`src/rtl/world_pkg.sv`:
```
// Shared world-cell definitions: cell layout, block types, op codes, FSM states.
// Cell word: bit4 sugar, bit3 ant, bits[2:0] block type.
package world_pkg;

    localparam int CELL_W    = 5;
    localparam int TYPE_W    = 3;
    localparam int ANT_BIT   = 3;
    localparam int SUGAR_BIT = 4;

    typedef enum logic [2:0] {
        BLK_EMPTY      = 3'd0,
        BLK_AIR        = 3'd1,
        BLK_DIRT       = 3'd2,
        BLK_GROUND     = 3'd3,
        BLK_QUEEN      = 3'd4,
        BLK_WALL       = 3'd5,
        BLK_ERRORBLOCK = 3'd6,
        BLK_TUNNEL     = 3'd7
    } block_t;

    typedef enum logic [2:0] {
        OP_SET_TYPE  = 3'd0,
        OP_SET_ANT   = 3'd1,
        OP_CLR_ANT   = 3'd2,
        OP_SET_SUGAR = 3'd3,
        OP_CLR_SUGAR = 3'd4,
        OP_CLEAR     = 3'd5
    } op_t;

    typedef enum logic [2:0] {
        S_IDLE  = 3'd0,
        S_READ  = 3'd1,
        S_MERGE = 3'd2,
        S_WRITE = 3'd3,
        S_RESP  = 3'd4
    } state_t;

    // Op codes 6 and 7 are unassigned and must be rejected.
    function automatic logic op_is_legal(input logic [2:0] op);
        return (op <= OP_CLEAR);
    endfunction

endpackage

```
`src/rtl/cell_merge.sv`:
```
// Combinational cell composer: applies one op to an old cell word and
// flags requests that would create an illegal cell.
module cell_merge
    import world_pkg::*;
(
    input  logic [CELL_W-1:0] i_old_cell,
    input  logic [2:0]        i_op,
    input  logic [TYPE_W-1:0] i_type,
    output logic [CELL_W-1:0] o_new_cell,
    output logic              o_reject
);

    logic [TYPE_W-1:0] w_old_type;
    logic              w_old_ant;

    assign w_old_type = i_old_cell[TYPE_W-1:0];
    assign w_old_ant  = i_old_cell[ANT_BIT];

    // Compose the new word and evaluate the legality rules for the op.
    always_comb begin
        // NOTE: both outputs get a default before the case so no path leaves them unassigned (no latch).
        o_new_cell = i_old_cell;
        o_reject   = 1'b0;
        case (i_op)
            OP_SET_TYPE: begin
                o_new_cell = {i_old_cell[CELL_W-1:ANT_BIT], i_type};
                if (i_type == BLK_ERRORBLOCK) begin
                    o_reject = 1'b1;
                end
                if (w_old_ant && (i_type == BLK_WALL || i_type == BLK_GROUND)) begin
                    o_reject = 1'b1;
                end
            end
            OP_SET_ANT: begin
                o_new_cell[ANT_BIT] = 1'b1;
                if (w_old_ant || w_old_type == BLK_WALL || w_old_type == BLK_GROUND ||
                    w_old_type == BLK_ERRORBLOCK) begin
                    o_reject = 1'b1;
                end
            end
            OP_CLR_ANT:   o_new_cell[ANT_BIT]   = 1'b0;
            OP_SET_SUGAR: o_new_cell[SUGAR_BIT] = 1'b1;
            OP_CLR_SUGAR: o_new_cell[SUGAR_BIT] = 1'b0;
            OP_CLEAR:     o_new_cell            = '0;
            default:      o_reject              = 1'b1;
        endcase
    end

endmodule

```
`src/rtl/cell_writer.sv`:
```
// Read-modify-write engine for 5-bit world cells in grid RAM.
// Serialises one request at a time: IDLE -> READ -> MERGE -> WRITE, or
// IDLE -> RESP for out-of-range coordinates and unassigned op codes.
// Optional build macro CELL_WRITER_STATS_EN adds saturating write/reject counters.
module cell_writer
    import world_pkg::*;
#(
    parameter int GRID_W = 64,
    parameter int GRID_H = 48,
    parameter int X_W    = 6,
    parameter int Y_W    = 6,
    parameter int ADDR_W = 12
) (
    input  logic              clk,
    input  logic              rst,
    input  logic              req_valid,
    output logic              req_ready,
    input  logic [X_W-1:0]    req_x,
    input  logic [Y_W-1:0]    req_y,
    input  logic [2:0]        req_op,
    input  logic [TYPE_W-1:0] req_type,
    output logic [ADDR_W-1:0] mem_addr,
    output logic              mem_rd_en,
    input  logic [CELL_W-1:0] mem_rdata,
    output logic              mem_we,
    output logic [CELL_W-1:0] mem_wdata,
    output logic              done,
    output logic              err,
    output logic [CELL_W-1:0] old_cell
`ifdef CELL_WRITER_STATS_EN
    ,
    output logic [15:0]       stat_writes,
    output logic [15:0]       stat_rejects
`endif
);

    state_t            r_state;
    logic [2:0]        r_op;
    logic [TYPE_W-1:0] r_type;

    logic [ADDR_W-1:0] w_addr;
    logic              w_bad_req;
    logic [CELL_W-1:0] w_new_cell;
    logic              w_reject;

    // Row-major address; out-of-range requests never reach memory, so wrap is harmless.
    assign w_addr    = ADDR_W'(req_y) * ADDR_W'(GRID_W) + ADDR_W'(req_x);
    assign w_bad_req = (int'(req_x) >= GRID_W) || (int'(req_y) >= GRID_H) || !op_is_legal(req_op);

    cell_merge u_merge (
        .i_old_cell (mem_rdata),
        .i_op       (r_op),
        .i_type     (r_type),
        .o_new_cell (w_new_cell),
        .o_reject   (w_reject)
    );

    // Request FSM; every output is registered and asserted while in its state.
    always_ff @(posedge clk) begin
        // NOTE: non-blocking assignments so every register updates from pre-edge values.
        if (rst) begin
            r_state   <= S_IDLE;
            r_op      <= '0;
            r_type    <= '0;
            req_ready <= 1'b1;
            mem_addr  <= '0;
            mem_rd_en <= 1'b0;
            mem_we    <= 1'b0;
            mem_wdata <= '0;
            done      <= 1'b0;
            err       <= 1'b0;
            old_cell  <= '0;
        end else begin
            mem_rd_en <= 1'b0;
            mem_we    <= 1'b0;
            done      <= 1'b0;
            err       <= 1'b0;
            case (r_state)
                S_IDLE: begin
                    if (req_valid && req_ready) begin
                        mem_addr  <= w_addr;
                        r_op      <= req_op;
                        r_type    <= req_type;
                        req_ready <= 1'b0;
                        if (w_bad_req) begin
                            r_state <= S_RESP;
                            done    <= 1'b1;
                            err     <= 1'b1;
                        end else begin
                            r_state   <= S_READ;
                            mem_rd_en <= 1'b1;
                        end
                    end
                end
                S_READ: begin
                    r_state <= S_MERGE;
                end
                S_MERGE: begin
                    old_cell  <= mem_rdata;
                    mem_wdata <= w_new_cell;
                    mem_we    <= !w_reject;
                    done      <= 1'b1;
                    err       <= w_reject;
                    r_state   <= S_WRITE;
                end
                S_WRITE, S_RESP: begin
                    req_ready <= 1'b1;
                    r_state   <= S_IDLE;
                end
                default: begin
                    req_ready <= 1'b1;
                    r_state   <= S_IDLE;
                end
            endcase
        end
    end

`ifdef CELL_WRITER_STATS_EN
    // Saturating counters of committed writes and rejected requests.
    always_ff @(posedge clk) begin
        if (rst) begin
            stat_writes  <= '0;
            stat_rejects <= '0;
        end else begin
            if (mem_we && stat_writes != 16'hFFFF) begin
                stat_writes <= stat_writes + 16'd1;
            end
            if (done && err && stat_rejects != 16'hFFFF) begin
                stat_rejects <= stat_rejects + 16'd1;
            end
        end
    end
`else
    // Statistics counters are not built in this configuration.
`endif

endmodule

```
`config.mk`:
```
export PLATFORM = sky130hd
export DESIGN_NAME = cell_writer
export DESIGN_NICKNAME = d
export VERILOG_FILES = /design/src/rtl/world_pkg.sv /design/src/rtl/cell_merge.sv /design/src/rtl/cell_writer.sv
export SDC_FILE = /design/constraint.sdc
export NUM_CORES = 1
export LEC_CHECK = 0
export CORE_MARGIN = 5
export CORE_UTILIZATION = 40
export CTS_CLUSTER_DIAMETER = 150
export CTS_CLUSTER_SIZE = 25
export DETAILED_ROUTE_END_ITERATION = 16
export PLACE_DENSITY = 0.71
export SETUP_SLACK_MARGIN = 0.05
export SYNTH_ARGS = -nofsm -noshare
export SYNTH_HDL_FRONTEND = slang
export SYNTH_SLANG_ARGS = --single-unit
```
`constraint.sdc`:
```
create_clock -name clk -period 1.4 [get_ports clk]
set_input_delay 0.42 -clock clk [delete_from_list [all_inputs] [get_ports clk]]
set_output_delay 0.42 -clock clk [all_outputs]
set_load 0.01 [all_outputs]
```
Word level (Yosys, flattened, before mapping)
Index checks and enable logic that the tools add are counted.
Widths: inputs -> output; s select.
{"block": "word_totals", "ff_bits": 36, "inputBits": 26, "out_inout_bits": 27, "elab_cells": 68}
{"block": "op_classes", "order_cmp": 2, "bitwise_logic": 4, "eq_ne": 14, "n_reduce_logical": 19, "add_sub_neg": 1, "muxes": 17}
{"cell": "$eq 3x3->1 const B", "n": 6}
{"cell": "$eq 3x2->1 const B", "n": 5}
{"cell": "$add 12x6->12", "n": 1}
{"cell": "$pmux 1 s2", "n": 5}
{"cell": "$pmux 3 s3", "n": 1}
{"cell": "$reduce_or 2->1", "n": 4}
{"cell": "$mux 1", "n": 7}
{"cell": "$eq 3x1->1 const B", "n": 2}
{"cell": "$ge 6x6->1 const B", "n": 1}
{"cell": "$logic_not 3->1", "n": 2}
{"cell": "$mux 3", "n": 2}
{"cell": "$pmux 3 s2", "n": 1}
{"cell": "$logic_or 1x1->1", "n": 5}
{"cell": "$not 1->1", "n": 4}
{"cell": "$reduce_and 2->1", "n": 2}
{"cell": "$reduce_or 4->1", "n": 1}
{"cell": "$le 3x3->1 const B", "n": 1}
{"cell": "$pmux 1 s3", "n": 1}
{"cell": "$reduce_or 3->1", "n": 1}
{"cell": "$logic_and 1x1->1", "n": 2}
{"cell": "$logic_not 1->1", "n": 2}
{"cell": "$ne 2x2->1 const B", "n": 1}

Depth between registers and ports, before layout
Gate-level depths: netlist (run 1).
{"block": "depth", "depth_word": 7, "ltp_mapped": 7, "mapped_depth_nobuf": 4}

Modules after synthesis
A second synthesis (run 1) with hierarchy kept.
{"block": "unflattened", "cells_unflattened": 171, "hier_area_um2": 1590.3}
{"mod": "cell_writer", "instances": 1, "seq_area_each_um2": 720.7, "area_each_um2": 1385.1, "cells_per_inst": 143}
{"mod": "cell_merge", "instances": 1, "seq_area_each_um2": 0.0, "area_each_um2": 205.2, "cells_per_inst": 28}

Worst setup path after synthesis (run 1)
Ideal clock, no wire load.
{"block": "synth_path", "path_kind": "flip-flop to flip-flop", "from": "register req_ready", "to": "register mem_addr[11]", "path_stages_with_launch": 7, "t_arrival_ns": 1.328, "setup_slack_ns": -0.060, "setup_time_ns": 0.132, "path_buffers": 2, "period_less_slack_ns": 1.460, "required_ns": 1.268, "cell_sequence": "dfxtp_1 nand2_1 or4_4 buf_6 clkbuf_8 nand2_1 a21oi_1"}
{"block": "synth_via", "elab_chain_cells": 2}
{"element": "from (decl)", "line_no": "cell_writer.sv:17", "text": "output logic req_ready,"}
{"element": "from (signal assigned)", "line_no": "cell_writer.sv:65", "text": "req_ready <= 1'b1;"}
{"element": "from (signal assigned)", "line_no": "cell_writer.sv:84", "text": "req_ready <= 1'b0;"}
{"element": "from (signal assigned)", "line_no": "cell_writer.sv:107", "text": "req_ready <= 1'b1;"}
{"element": "$logic_and 1x1->1", "line_no": "cell_writer.sv:80", "text": "if (req_valid && req_ready) begin"}
{"element": "$reduce_and 2->1 (no line)"}
{"element": "to (signal assigned)", "line_no": "cell_writer.sv:81", "text": "mem_addr <= w_addr;"}
{"element": "to (decl)", "line_no": "cell_writer.sv:22", "text": "output logic [ADDR_W-1:0] mem_addr,"}
Every way passes these cells.
A chain may end at the register's enable or synchronous reset.

Worst setup path after layout (run 1)
{"block": "layout_path", "from": "register req_ready", "to": "register r_type[2]"}
{"block": "layout_via", "elab_chain_cells": 2}
{"element": "$logic_and 1x1->1", "line_no": "cell_writer.sv:80"}
{"element": "$reduce_and 2->1 (no line)"}
{"element": "to (signal assigned)", "line_no": "cell_writer.sv:83", "text": "r_type <= req_type;"}
{"element": "to (decl)", "line_no": "cell_writer.sv:39", "text": "logic [TYPE_W-1:0] r_type;"}
Every way passes these cells.

==> results of run 1 <==
worst max-delay path, cell delays in order (launching register included):
cell and delay, ns:
dfxtp_2 0.34, nand2_2 0.08, buf_6 0.13, or4_4 0.53
nand2_1 0.09, a21oi_1 0.06
kinds of logic after synthesis:
logic type	count (synthesis)	share of synthesized area [%]
flip-flops	36	48.0
AO/OA/AOI/OAI	47	18.8
AND/OR/NAND/NOR	75	24.2
buffers and inverters	16	7.25
XOR/XNOR	3	1.75
worst max-delay path by stage:
stage,endpoint
final,r_type[2]
after global placement,err
after CTS,err
after floorplan,mem_addr[11]
after detailed placement,err
after global routing,mem_addr[4]
area by class of cell:
| cell class | instances | area share (%) |
|---|---|---|
| multi-input cells | 127 | 31.8 |
| repair buffers | 79 | 31.8 |
| flip-flops and latches | 36 | 30.3 |
| clock buffers | 6 | 3.01 |
| well taps | 48 | 2.49 |
| inverters | 2 | 0.311 |
| clock inverters | 1 | 0.207 |
sequential cells by signal (all words and copies together), names as in the netlist:
signal     cells
done           1
req_ready      1
mem_wdata      5
old_cell       5
r_state        3
r_type         3
mem_addr      12
r_op           3
mem_rd_en      1
mem_we         1
err            1
power breakdown:
group	internal, W	total [W]	switching (W)
combinational	0.000397	0.000745	0.000348
sequential	0.00112	0.00118	0.0000630
clock	0.000338	0.000675	0.000337
through the flow:
stage / hold WS [ns] / cells / utilization (%)
2_1_floorplan: 0.456 / 177 / -
6_report: 0.450 / 299 / 65.9
3_5_place_dp: 0.445 / 282 / 59.0
3_3_place_gp: 0.443 / 282 / 59.0
4_1_cts: 0.452 / 294 / 61.9
5_1_grt: 0.466 / 299 / 65.9
cells in the final DEF, fill, tap and decap left out, types with 2 or more instances in the layout:
cell type,instances
dfxtp_1,31
dfxtp_4,2
a21oi_1,28
and3b_1,2
clkdlybuf4s50_1,20
nor2_1,7
a211oi_1,3
nand2_1,44
or4_4,3
clkbuf_2,2
a21oi_2,3
a2bb2oi_1,3
nand2_2,5
clkbuf_16,2
inv_1,2
dfxtp_2,3
nor3_1,3
buf_4,17
dlygate4sd2_1,24
nor3b_1,3
buf_6,6
clkdlybuf4s15_1,5
buf_12,2
clkbuf_8,5
metal layers:
layer	wire (microns)	up-vias	global-route usage, %
met5	0	-	0
met4	41	0	6.26
met3	214	2	3.93
met2	2050	35	25.2
met1	1860	683	19.1
li1	-	753	-
repair_timing:
item / CTS / global route
cloned: 2 / 3
pin swaps: 6 / 6
endpoints found under the setup margin: 50 / 33
hold buffers: 0 / 0
buffers inserted: 3 / 3
gates resized for setup: 39 / 30
==> impl_metrics.env, run 1 <==
export IMPL_ys_types=35
export IMPL_synth_area_leaders="dfxtp_1, nand2_1, a21oi_1"
export IMPL_reg2regPathDepth=5
export IMPL_vdd_ir_drop_max_v=0.000723
export IMPL_cts_buffers=5
export IMPL_status="complete, no violations"
export IMPL_grt_pass1_vias=1396
export IMPL_cp_data_required_time_ns=1.56
export IMPL_n_antenna_cell=0
export IMPL_io_buffers=52
export IMPL_drive_gt1_share_pct=24.7
export IMPL_synth_seq_cells=36
export IMPL_synth_top_cell_area_share_pct=48.0
export IMPL_syn_nets=203
export IMPL_ys_warn_count=0
export IMPL_relSlewSlack_pct=75.7
export IMPL_fin_area_sq_um=2410
export IMPL_ys_async_sr_fraction_pct=0
export IMPL_path_max_fanout=5
export IMPL_cts_sinks=36
export IMPL_core_area_sq_um=3660
export IMPL_netlist_top_cells_count="nand2_1, dfxtp_1, a21oi_1"
export IMPL_path_class="reg2reg"
export IMPL_synth_edf_count=0
export IMPL_clock_path_buffers=2
export IMPL_end_kind="register"
export IMPL_overflow=0
export IMPL_cts_tree="done"
export IMPL_synth_seq_area_share_pct=48.0
export IMPL_power_leakage_nw=1.05
export IMPL_start_kind="register"
export IMPL_power_density_nw_per_um2=1080
export IMPL_holdPathStages=2
export IMPL_hpwl_microns=2620
export IMPL_vias=1473
export IMPL_max_cap_violations=0
export IMPL_pre_cts_ws_ns=-0.517
export IMPL_gp_congestion=0.796
export IMPL_finalCriticalPeriod_ns=1.35
export IMPL_htree_levels=2
export IMPL_clk_pin_slew_ns=0.07
export IMPL_rsz0062_at_grt="yes"
export IMPL_drv_slew=0
export IMPL_whs_endpoint="old_cell[1]"
export IMPL_fp_dieArea_sq_um=5080
export IMPL_finalWorstSetupSlack_ns=0.0514
export IMPL_worst_pin_slew_ns=0.364
export IMPL_hold_violations=0
export IMPL_drc=0
export IMPL_setup_tns_final_ns=0
export IMPL_wirelength_microns=4170
export IMPL_antenna_found_initial=0
export IMPL_root_buffer="clkbuf_8"
export IMPL_syn_to_final_growth_pct=60.7
export IMPL_synthCells=177
export IMPL_p_total_w=0.00260
export IMPL_syn_area_per_cell_sq_um=8.48
export IMPL_place_area_sq_um=2160
export IMPL_crit_arrival_ns=1.51
export IMPL_ys_flop_type="dfxtp_1"
export IMPL_synth_area_sq_um=1500
export IMPL_hp_start="old_cell[1]"
export IMPL_register_area_sq_um=732
export IMPL_rr_endpoint="r_type[2]"
export IMPL_grt_pass1_wl_microns=6210
export IMPL_hold_path_class="reg2reg"
export IMPL_fin_skew_ns=0.00672
export IMPL_antenna_left=0
export IMPL_num_io_pins=53
export IMPL_drt_iter0_markers=94
export IMPL_finalCritPeriodShare_pct=96.3
export IMPL_setup_worst_path_start="req_ready"
export IMPL_num_rows=22
export IMPL_start_util_pct=41.0
export IMPL_routedWlPerCell_microns=13.9
export IMPL_yosysTopAreaCell="dfxtp_1"
export IMPL_firstDrtPassIters=4
export IMPL_synth_most_common_cell="nand2_1"
export IMPL_final_net_count=277
export IMPL_num_fill_cells=323
export IMPL_r2r_start="req_ready"
export IMPL_reg2reg_slack_ns=0.05
export IMPL_routed_via_density=4.93
export IMPL_grtUsageTotal_pct=15.3
export IMPL_fmax_ghz=0.742
export IMPL_die_width_microns=71.3
export IMPL_finalSetupViolations=0
export IMPL_fp_dieH_microns=71.3
export IMPL_grt_max_degree=23
export IMPL_multi_input_area_sq_um=768
export IMPL_clock_latency_ns=0.28
Power figures use the tool's default switching activity.
==> run 2, diff against run 1 <==
==> constraint.sdc (replaced) <==
create_clock -name clk -period 1.1 [get_ports clk]
set_input_delay 0.33 -clock clk [delete_from_list [all_inputs] [get_ports clk]]
set_output_delay 0.33 -clock clk [all_outputs]
set_load 0.01 [all_outputs]
==> impl_metrics.env, run 2 (synthesis results as in run 1) <==
export IMPL_status="finished, violations left"
export IMPL_violations="negative setup slack"
export IMPL_num_fill_cells=217
export IMPL_fp_dieH_microns=71.3
export IMPL_clock_latency_ns=0.29
export IMPL_clock_path_buffers=2
export IMPL_finalWorstSetupSlack_ns=-0.363
export IMPL_largest_reg_flops=12
export IMPL_power_density_nw_per_um2=1350
export IMPL_firstDrtPassIters=4
export IMPL_num_io_pins=53
export IMPL_fmax_ghz=0.683
export IMPL_cts_buffers=5
export IMPL_final_net_count=299
export IMPL_root_buffer="clkbuf_8"
export IMPL_drc=0
export IMPL_drv_slew=0
export IMPL_fp_dieArea_sq_um=5080
export IMPL_start_util_pct=41.0
export IMPL_num_rows=22
export IMPL_max_flop_register="mem_addr"
export IMPL_crit_path_top_delay_cell="or4_4"
export IMPL_wirelength_microns=5750
export IMPL_grt_pass1_vias=1687
export IMPL_htree_levels=2
export IMPL_cts_sinks=36
export IMPL_hold_violations=0
export IMPL_io_buffers=52
export IMPL_path_class="reg2reg"
export IMPL_gp_congestion=0.801
export IMPL_power_leakage_nw=1.25
export IMPL_vdd_ir_drop_max_v=0.000899
export IMPL_overflow=0
export IMPL_path_max_fanout=4
export IMPL_vias=1710
export IMPL_crit_arrival_ns=1.63
export IMPL_pre_cts_ws_ns=-0.760
export IMPL_rsz0062_at_grt="yes"
export IMPL_hold_path_class="in2reg"
export IMPL_drive_gt1_share_pct=63.9
export IMPL_routedWlPerCell_microns=17.8
export IMPL_n_antenna_cell=0
export IMPL_hpwl_microns=2660
export IMPL_fin_util_pct=80.2
export IMPL_cp_data_required_time_ns=1.27
export IMPL_start_kind="register"
export IMPL_relSlewSlack_pct=74.3
export IMPL_end_kind="register"
export IMPL_core_area_sq_um=3660
export IMPL_r2r_start="r_state[2]"
export IMPL_cts_tree="done"
export IMPL_grt_max_degree=20
export IMPL_whs_endpoint="r_state[2]"
export IMPL_mostFrequentLayoutCell="buf_6"
export IMPL_reg_top3="mem_addr: 12 flops, mem_wdata: 5 flops, old_cell: 5 flops"
export IMPL_hold_ws_ns=0.422
export IMPL_reg2reg_slack_ns=-0.36
export IMPL_dp_cells=289
export IMPL_slowest_delay_ns=0.57
export IMPL_grtUsageTotal_pct=19.8
export IMPL_holdPathStages=2
export IMPL_routed_via_density=5.31
export IMPL_syn_to_final_growth_pct=95.6
export IMPL_grt_pass1_wl_microns=7940
export IMPL_drt_iter0_markers=115
export IMPL_rr_endpoint="mem_addr[3]"
export IMPL_hold_buffers=0
export IMPL_mostFrequentLayoutCells="buf_6, buf_4, dfxtp_2"
export IMPL_finalCritPeriodShare_pct=133
export IMPL_fin_skew_ns=0.0108
export IMPL_reg2regPathDepth=5
export IMPL_antenna_left=0
export IMPL_worst_pin_slew_ns=0.386
export IMPL_antenna_found_initial=0
export IMPL_clk_pin_slew_ns=0.08
export IMPL_hp_start="rst"
export IMPL_cp_cell_sequence="or4_4 -> buf_4 -> buf_16 -> nand2_2 -> a21oi_1"
export IMPL_finalCriticalPeriod_ns=1.46
export IMPL_die_width_microns=71.3
export IMPL_setup_tns_final_ns=-8.81
export IMPL_finalSetupViolations=36
export IMPL_final_cell_count_no_fill=322
export IMPL_max_cap_violations=0
-- run 2: how the worst max path moves through the flow --
stage	from	to	slack [ns]	cells after the start
final	r_state[2]	mem_addr[3]	-0.36	5
after global routing	r_state[2]	mem_addr[3]	-0.39	5
after CTS	req_ready	r_op[2]	-0.33	6
after detailed placement	mem_rdata[2]	err	-0.76	5
after global placement	mem_rdata[1]	err	-0.72	5
after floorplan	r_state[1]	mem_addr[11]	-0.34	6
-- run 2: power breakdown --
part           internal (W)  switching [W]
logic              0.000792       0.000638
registers           0.00144      0.0000963
clock network      0.000511       0.000481
total               0.00274        0.00122
-- run 2: repair_timing --
| action | 4_1_cts | 5_1_grt |
|---|---|---|
| setup endpoints to repair | 62 | 63 |
| resized for setup | 205 | 48 |
| gates cloned | 5 | 0 |
| pin swaps | 23 | 17 |
| setup buffers | 14 | 11 |
-- run 2: cell type report --
| cell class | instances | area (sq um) | area share (%) |
|---|---|---|---|
| timing repair buffer | 103 | 1060 | 36.1 |
| multi-input combinational | 125 | 952 | 32.4 |
| sequential | 36 | 766 | 26.1 |
| clock buffer | 8 | 90.1 | 3.07 |
| tap | 48 | 60.1 | 2.05 |
| inverter | 2 | 7.51 | 0.256 |
-- run 2: routing by layer --
metal / vias up / part of all wire, % / global-route usage [%]
met5: - / 0 / 0
met4: 0 / 6.2 / 7.93
met3: 30 / 6.7 / 6.03
met2: 83 / 51 / 34.9
met1: 802 / 36 / 22.0
li1: 795 / - / -
-- run 2: metrics by stage --
step           total power (W)  area, sq um
3_3_place_gp           0.00239         2240
5_1_grt                0.00413         2940
6_report               0.00395         2940
2_1_floorplan          0.00199         1550
3_5_place_dp           0.00240         2240
4_1_cts                0.00377         2760
-- run 2: worst max-delay path, delay by kind of cell (launching register included) --
| family | cells | cell delay, ns |
|---|---|---|
| flip-flops | 1 | 0.34 |
| buffers and inverters | 2 | 0.31 |
| AND/OR/NAND/NOR | 2 | 0.63 |
| AO/OA/AOI/OAI | 1 | 0.06 |
